## config.mk

```make
export PLATFORM = sky130hd
export DESIGN_NAME = adc_capture_ctrl
export DESIGN_NICKNAME = d
export VERILOG_FILES = /design/src/rtl/adc_capture_ctrl.sv
export SDC_FILE = /design/constraint.sdc
export NUM_CORES = 1
export LEC_CHECK = 0
export CORE_UTILIZATION = 47
export CTS_CLUSTER_DIAMETER = 200
export DETAILED_ROUTE_END_ITERATION = 10
export GPL_TIMING_DRIVEN = 0
export HOLD_SLACK_MARGIN = 0.02
export PLACE_DENSITY_LB_ADDON = 0.12
export SLEW_MARGIN = 25
export SYNTH_ARGS = -nofsm -noshare
export SYNTH_HDL_FRONTEND = slang
export SYNTH_SLANG_ARGS = --single-unit
```

## constraint.sdc

```tcl
create_clock -name adc_data_clk -period 3.85 [get_ports adc_data_clk]
set_clock_uncertainty 0.05 [all_clocks]
set_input_delay 0.385 -clock adc_data_clk [delete_from_list [all_inputs] [get_ports adc_data_clk]]
set_output_delay 0.385 -clock adc_data_clk [all_outputs]
set_load 0.005 [all_outputs]
```

## src/rtl/adc_capture_ctrl.sv

```systemverilog
// adc_capture_ctrl: armed capture sequencer between the ADC deserialiser and the capture FIFO.
// Immediate, rising-threshold and continuous captures with decimation, length limit and backpressure.
module adc_capture_ctrl #(
   parameter int NUM_CH   = 2,
   parameter int SAMPLE_W = 16,
   parameter int CNT_W    = 24,
   parameter int DEC_W    = 8
) (
   input  logic                         adc_data_clk,
   input  logic                         reset,
   input  logic [NUM_CH*SAMPLE_W-1:0]   adc_data,
   input  logic                         adc_data_valid,
   input  logic                         locked,
   input  logic                         arm,
   input  logic                         abort,
   input  logic [1:0]                   mode,
   input  logic [2:0]                   trig_ch,
   input  logic signed [SAMPLE_W-1:0]   threshold,
   input  logic [DEC_W-1:0]             decim,
   input  logic [CNT_W-1:0]             capture_len,
   input  logic                         fifo_prog_full,
   input  logic                         fifo_busy,
   output logic [NUM_CH*SAMPLE_W-1:0]   fifo_din,
   output logic                         fifo_wr_en,
   output logic                         busy,
   output logic                         done,
   output logic                         overflow,
   output logic                         lock_err,
   output logic [CNT_W-1:0]             sample_count
);
   typedef enum logic [1:0] {IDLE, ARMED, CAPTURE, DONE} state_t;
   state_t                     state, state_nx;
   logic [1:0]                 cfg_mode;
   logic [2:0]                 cfg_ch;
   logic signed [SAMPLE_W-1:0] cfg_thr, prev, ch_s;
   logic [DEC_W-1:0]           cfg_decim, dec_cnt, dec_last;
   logic [CNT_W-1:0]           cfg_len;
   logic                       have_prev, in_run, lock_fail, arm_ok, live, cont;
   logic                       trig, adv, sel, wr, drop, last;
   // Out-of-range trigger channels shift to zero rather than indexing past the bus.
   always_comb begin
      in_run    = state == ARMED || state == CAPTURE;
      lock_fail = in_run && !locked;
      arm_ok    = arm && locked && !abort && (state == IDLE || state == DONE);
      live      = adc_data_valid && in_run && locked && !abort;
      cont      = cfg_mode == 2'd2;
      ch_s      = SAMPLE_W'(adc_data >> (cfg_ch * SAMPLE_W));
      trig      = live && state == ARMED && have_prev && prev < cfg_thr && ch_s >= cfg_thr;
      adv       = live && (state == CAPTURE || trig);
      sel       = adv && dec_cnt == '0;
      wr        = sel && !fifo_prog_full && !fifo_busy;
      drop      = sel && !wr;
      last      = wr && !cont && sample_count + 1'b1 == cfg_len;
      dec_last  = cfg_decim == '0 ? '0 : cfg_decim - 1'b1;
      state_nx  = lock_fail || (in_run && abort) ? IDLE
                : arm_ok ? (mode == 2'd2 ? CAPTURE : capture_len == '0 ? DONE : mode == 2'd1 ? ARMED : CAPTURE)
                : last ? DONE
                : trig ? CAPTURE
                : state;
   end
   always_ff @(posedge adc_data_clk) begin
      if (reset) state <= IDLE;
      else state <= state_nx;
   end
   always_ff @(posedge adc_data_clk) begin
      if (reset) begin
         fifo_din     <= '0;
         fifo_wr_en   <= 1'b0;
         overflow     <= 1'b0;
         lock_err     <= 1'b0;
         sample_count <= '0;
         cfg_mode     <= '0;
         cfg_ch       <= '0;
         cfg_thr      <= '0;
         cfg_decim    <= '0;
         cfg_len      <= '0;
         dec_cnt      <= '0;
         prev         <= '0;
         have_prev    <= 1'b0;
      end else begin
         fifo_wr_en <= wr;
         if (wr) fifo_din <= adc_data;
         if (arm_ok) begin
            cfg_mode     <= mode;
            cfg_ch       <= trig_ch;
            cfg_thr      <= threshold;
            cfg_decim    <= decim;
            cfg_len      <= capture_len;
            sample_count <= '0;
            overflow     <= 1'b0;
            lock_err     <= 1'b0;
            dec_cnt      <= '0;
            have_prev    <= 1'b0;
         end else begin
            if (wr && !(cont && &sample_count)) sample_count <= sample_count + 1'b1;
            if (drop) overflow <= 1'b1;
            if (lock_fail) lock_err <= 1'b1;
            if (adv) dec_cnt <= dec_cnt == dec_last ? '0 : dec_cnt + 1'b1;
            if (live && state == ARMED) begin
               prev      <= ch_s;
               have_prev <= 1'b1;
            end
         end
      end
   end
   assign busy = in_run;
   assign done = state == DONE;
endmodule

```

==> results.cfg <==
[pwr]
p_leak_nw = 3.60
power_mw = 3.70
powerDensity_nw_per_um2 = 362
ir_drop_mv = 0.450

[clocking]
clockRootBuffer = clkbuf_16
clock_latency_ns = 0.42
cts_tree = done
clock_path_buffers = 2
cts_sinks = 139
cts_max_level = 4
tritoncts.num_buffers = 17
cts_hold_buf = 0
clk_pin_slew_worst_paths_ns = 0.06

[setup_path]
path_buf_inv = 3
slowest_stage = or4b_4
crit_path_max_fanout = 6
cpMostUsedCell = mux2i_2
worst-endpoint-arrival_ns = 4.08
crit_chain = buf_8 -> buf_12 -> mux2i_2 -> nor2_4 -> ha_1 -> and3_1 -> a221o_1 -> a222oi_1 -> nand2_1 -> mux2i_2 -> or4b_4 -> buf_4 -> or4_1 -> a21oi_2
cp.required_ns = 4.15
cp-end-kind = register
startpoint_type = register
cpLargestDelayFamily = simple AND/OR/NAND/NOR gates
path_class = register to register
slowest_delay_ns = 0.60

[timing]
worst_pin_slew_ns = 0.713
fin_crit_sh_pct = 98.2
period_needed_ns = 3.78
slew_headroom_pct = 52.5
setup_viol = 0
setup_tns_ns = 0
drv_slew = 0
max_freq_mhz = 265
finalHoldViolCount = 0

[place]
numPortBuffers = 152
gp_congestion = 0.894
dpl.hpwl_mm = 15.9
placed_area_sq_um = 9270

[floorplanning]
start_util_pct = 48.6
ioPinCount = 154
core_area_sq_um = 15400
die_h_microns = 128
dieArea_sq_um = 16400
num_rows = 45
fp.dieW_microns = 128

[layout]
final_area_sq_um = 10200
area_delta_synth_final_pct = 36.8
diodes = 0
drive_gt1_share_pct = 9.31
nNetsFinal = 1256

[drt]
routed_wl_mm = 21.4
drt_iter0_drc = 510
firstDrtPassIters = 10
wl_per_cell_microns = 15.9
drc = 1
routed-wl-met3_mm = 1.05
top_layer_used = met4
ant_nets = 0
num_vias = 7166
wl_met2_mm = 10.6
wl_met1_mm = 9.36
post_drt_via_cell_ratio = 5.31

[run_status]
violations = DRC
status = complete, but fails checks

[synthesis]
synth_seq_area_share_pct = 37.2
synth.distinct_cells = 61
synth_edf_count = 0
yosysWarnings = 0
syn_area_sq_um = 7480
synth_ff_type = dfxtp_1
synth-seq-cells = 139
synth_top_area_share_pct = 37.2
synth_cells = 943
synth.largest_area_cell = dfxtp_1
yosys-top-cells-area = dfxtp_1, nand2_1, a21oi_1
syn_avg_cell_area_sq_um = 7.93
synth_fp_nets = 1074
async_flop_share_pct = 0

[grt]
gr-total-overflow = 0
grt_use_total_pct = 26.9
grt_max_degree = 17
grt_pass1_vias = 6908
grt_pass1_wl_mm = 34.5
antenna_found_initial = 0

[flow_run]
drv_cap = 0

[hold_path]
hold_path_class = input port to register
-- registers in the layout, indices dropped and copies added, names as in the netlist --
register,count
cfg_decim,8
overflow,1
sample_count,24
cfg_len,24
dec_cnt,8
lock_err,1
state,2
prev,16
fifo_wr_en,1
fifo_din,32
cfg_thr,16
cfg_mode,2
have_prev,1
cfg_ch,3
-- where the power goes --
part / switching (mW) / internal [mW] / total, mW
Clock: 0.637 / 1.17 / 1.81
Combinational: 0.213 / 0.208 / 0.421
Sequential: 0.0169 / 1.46 / 1.48
-- cell usage after synthesis (4+ instances only) --
| cell type | instances |
|---|---|
| a21oi_1 | 109 |
| a31oi_1 | 10 |
| and3_1 | 7 |
| buf_1 | 4 |
| buf_2 | 10 |
| clkbuf_1 | 41 |
| dfxtp_1 | 139 |
| ha_1 | 38 |
| inv_1 | 29 |
| mux2i_1 | 51 |
| nand2_1 | 174 |
| nand2b_1 | 11 |
| nand3_1 | 26 |
| nand4_1 | 16 |
| nor2_1 | 84 |
| nor2b_1 | 4 |
| nor3_1 | 18 |
| nor4_1 | 12 |
| o211ai_1 | 7 |
| o21ai_0 | 28 |
| or2_2 | 4 |
| or3_1 | 21 |
| xnor2_1 | 32 |
| xor2_1 | 15 |
-- per-stage QoR --
step                      utilization (%)  cells  hold WS (ns)  setup WS (ns)
final                                66.5   1349         0.369         0.0704
after global routing                 66.5   1349         0.430        -0.0118
after CTS                            65.6   1341         0.358         0.0168
after detailed placement             60.3   1306         0.393         -0.683
after global placement               60.3   1306         0.388         -0.690
after floorplan                         -    943         0.381          0.109
-- cells in the final DEF (no fill, tap or decap), types with 4 or more instances in the layout --
master,synthesis,layout
a21oi_1,109,106
a31oi_1,10,10
and3_1,7,7
buf_2,10,7
buf_4,1,17
bufinv_16,0,4
clkbuf_1,41,32
clkbuf_16,0,17
clkbuf_8,0,5
clkdlybuf4s50_1,0,152
dfxtp_1,139,138
ha_1,38,36
inv_1,29,29
mux2i_1,51,43
mux2i_2,0,6
nand2_1,174,174
nand2b_1,11,11
nand3_1,26,26
nand4_1,16,16
nor2_1,84,77
nor2_2,0,4
nor2b_1,4,4
nor3_1,18,18
nor4_1,12,10
o211ai_1,7,7
o21ai_0,28,27
or3_1,21,20
xnor2_1,32,32
xor2_1,15,15
-- worst register-to-register path, delay by kind of cell (launching register included) --
kind,cells,cell delay [ns]
AOI/OAI and AO/OA,3,0.67
adders and majority gates,1,0.29
buffers and inverters,3,0.38
DFF,1,0.33
muxes,2,0.52
and+or+nand+nor,5,1.47
-- path summary, 6_finish.rpt --
check,from,endpoint,slack [ns],depth (start not counted)
worst max register to register,cfg_ch[0]$_SDFFE_PP0P_,sample_count[7]$_SDFFE_PP0P_,0.07,14
worst min-delay path,reset,sample_count[23]$_SDFFE_PP0P_,0.37,4
worst max-delay path,cfg_ch[0]$_SDFFE_PP0P_,sample_count[7]$_SDFFE_PP0P_,0.07,14
worst min register to register,cfg_mode[0]$_SDFFE_PP0P_,cfg_mode[0]$_SDFFE_PP0P_,0.40,2
-- cell families after synthesis --
family | after synthesis | synth area share (%)
flops | 139 | 37.2
simple gates | 402 | 25.7
fa+ha+maj | 38 | 6.36
mux | 52 | 6.98
xor+xnor | 48 | 5.81
compound gates | 179 | 13.5
buf+inv | 85 | 4.48
-- area by class of cell --
| type | count | area (sq um) |
|---|---|---|
| Buffer | 54 | 293 |
| Clock buffer | 22 | 494 |
| Clock inverter | 10 | 161 |
| Fill cell | 1368 | 5140 |
| Inverter | 29 | 109 |
| Multi-Input combinational cell | 719 | 4490 |
| Sequential cell | 139 | 2780 |
| Tap cell | 211 | 264 |
| Timing Repair Buffer | 165 | 1630 |
-- metal layers --
| layer | up-vias | global-route usage, % |
|---|---|---|
| met4 | 0 | 8.24 |
| li1 | 3640 | - |
| met2 | 145 | 46.9 |
| met5 | - | 0 |
| met3 | 26 | 6.89 |
| met1 | 3355 | 32.5 |
-- timing repair --
item	4_1_cts	5_1_grt
buffers inserted	5	8
gates resized for setup	35	28
endpoints found under the setup margin	66	55
pin swaps	2	10
No activity file was read; power rests on OpenSTA's default activity.
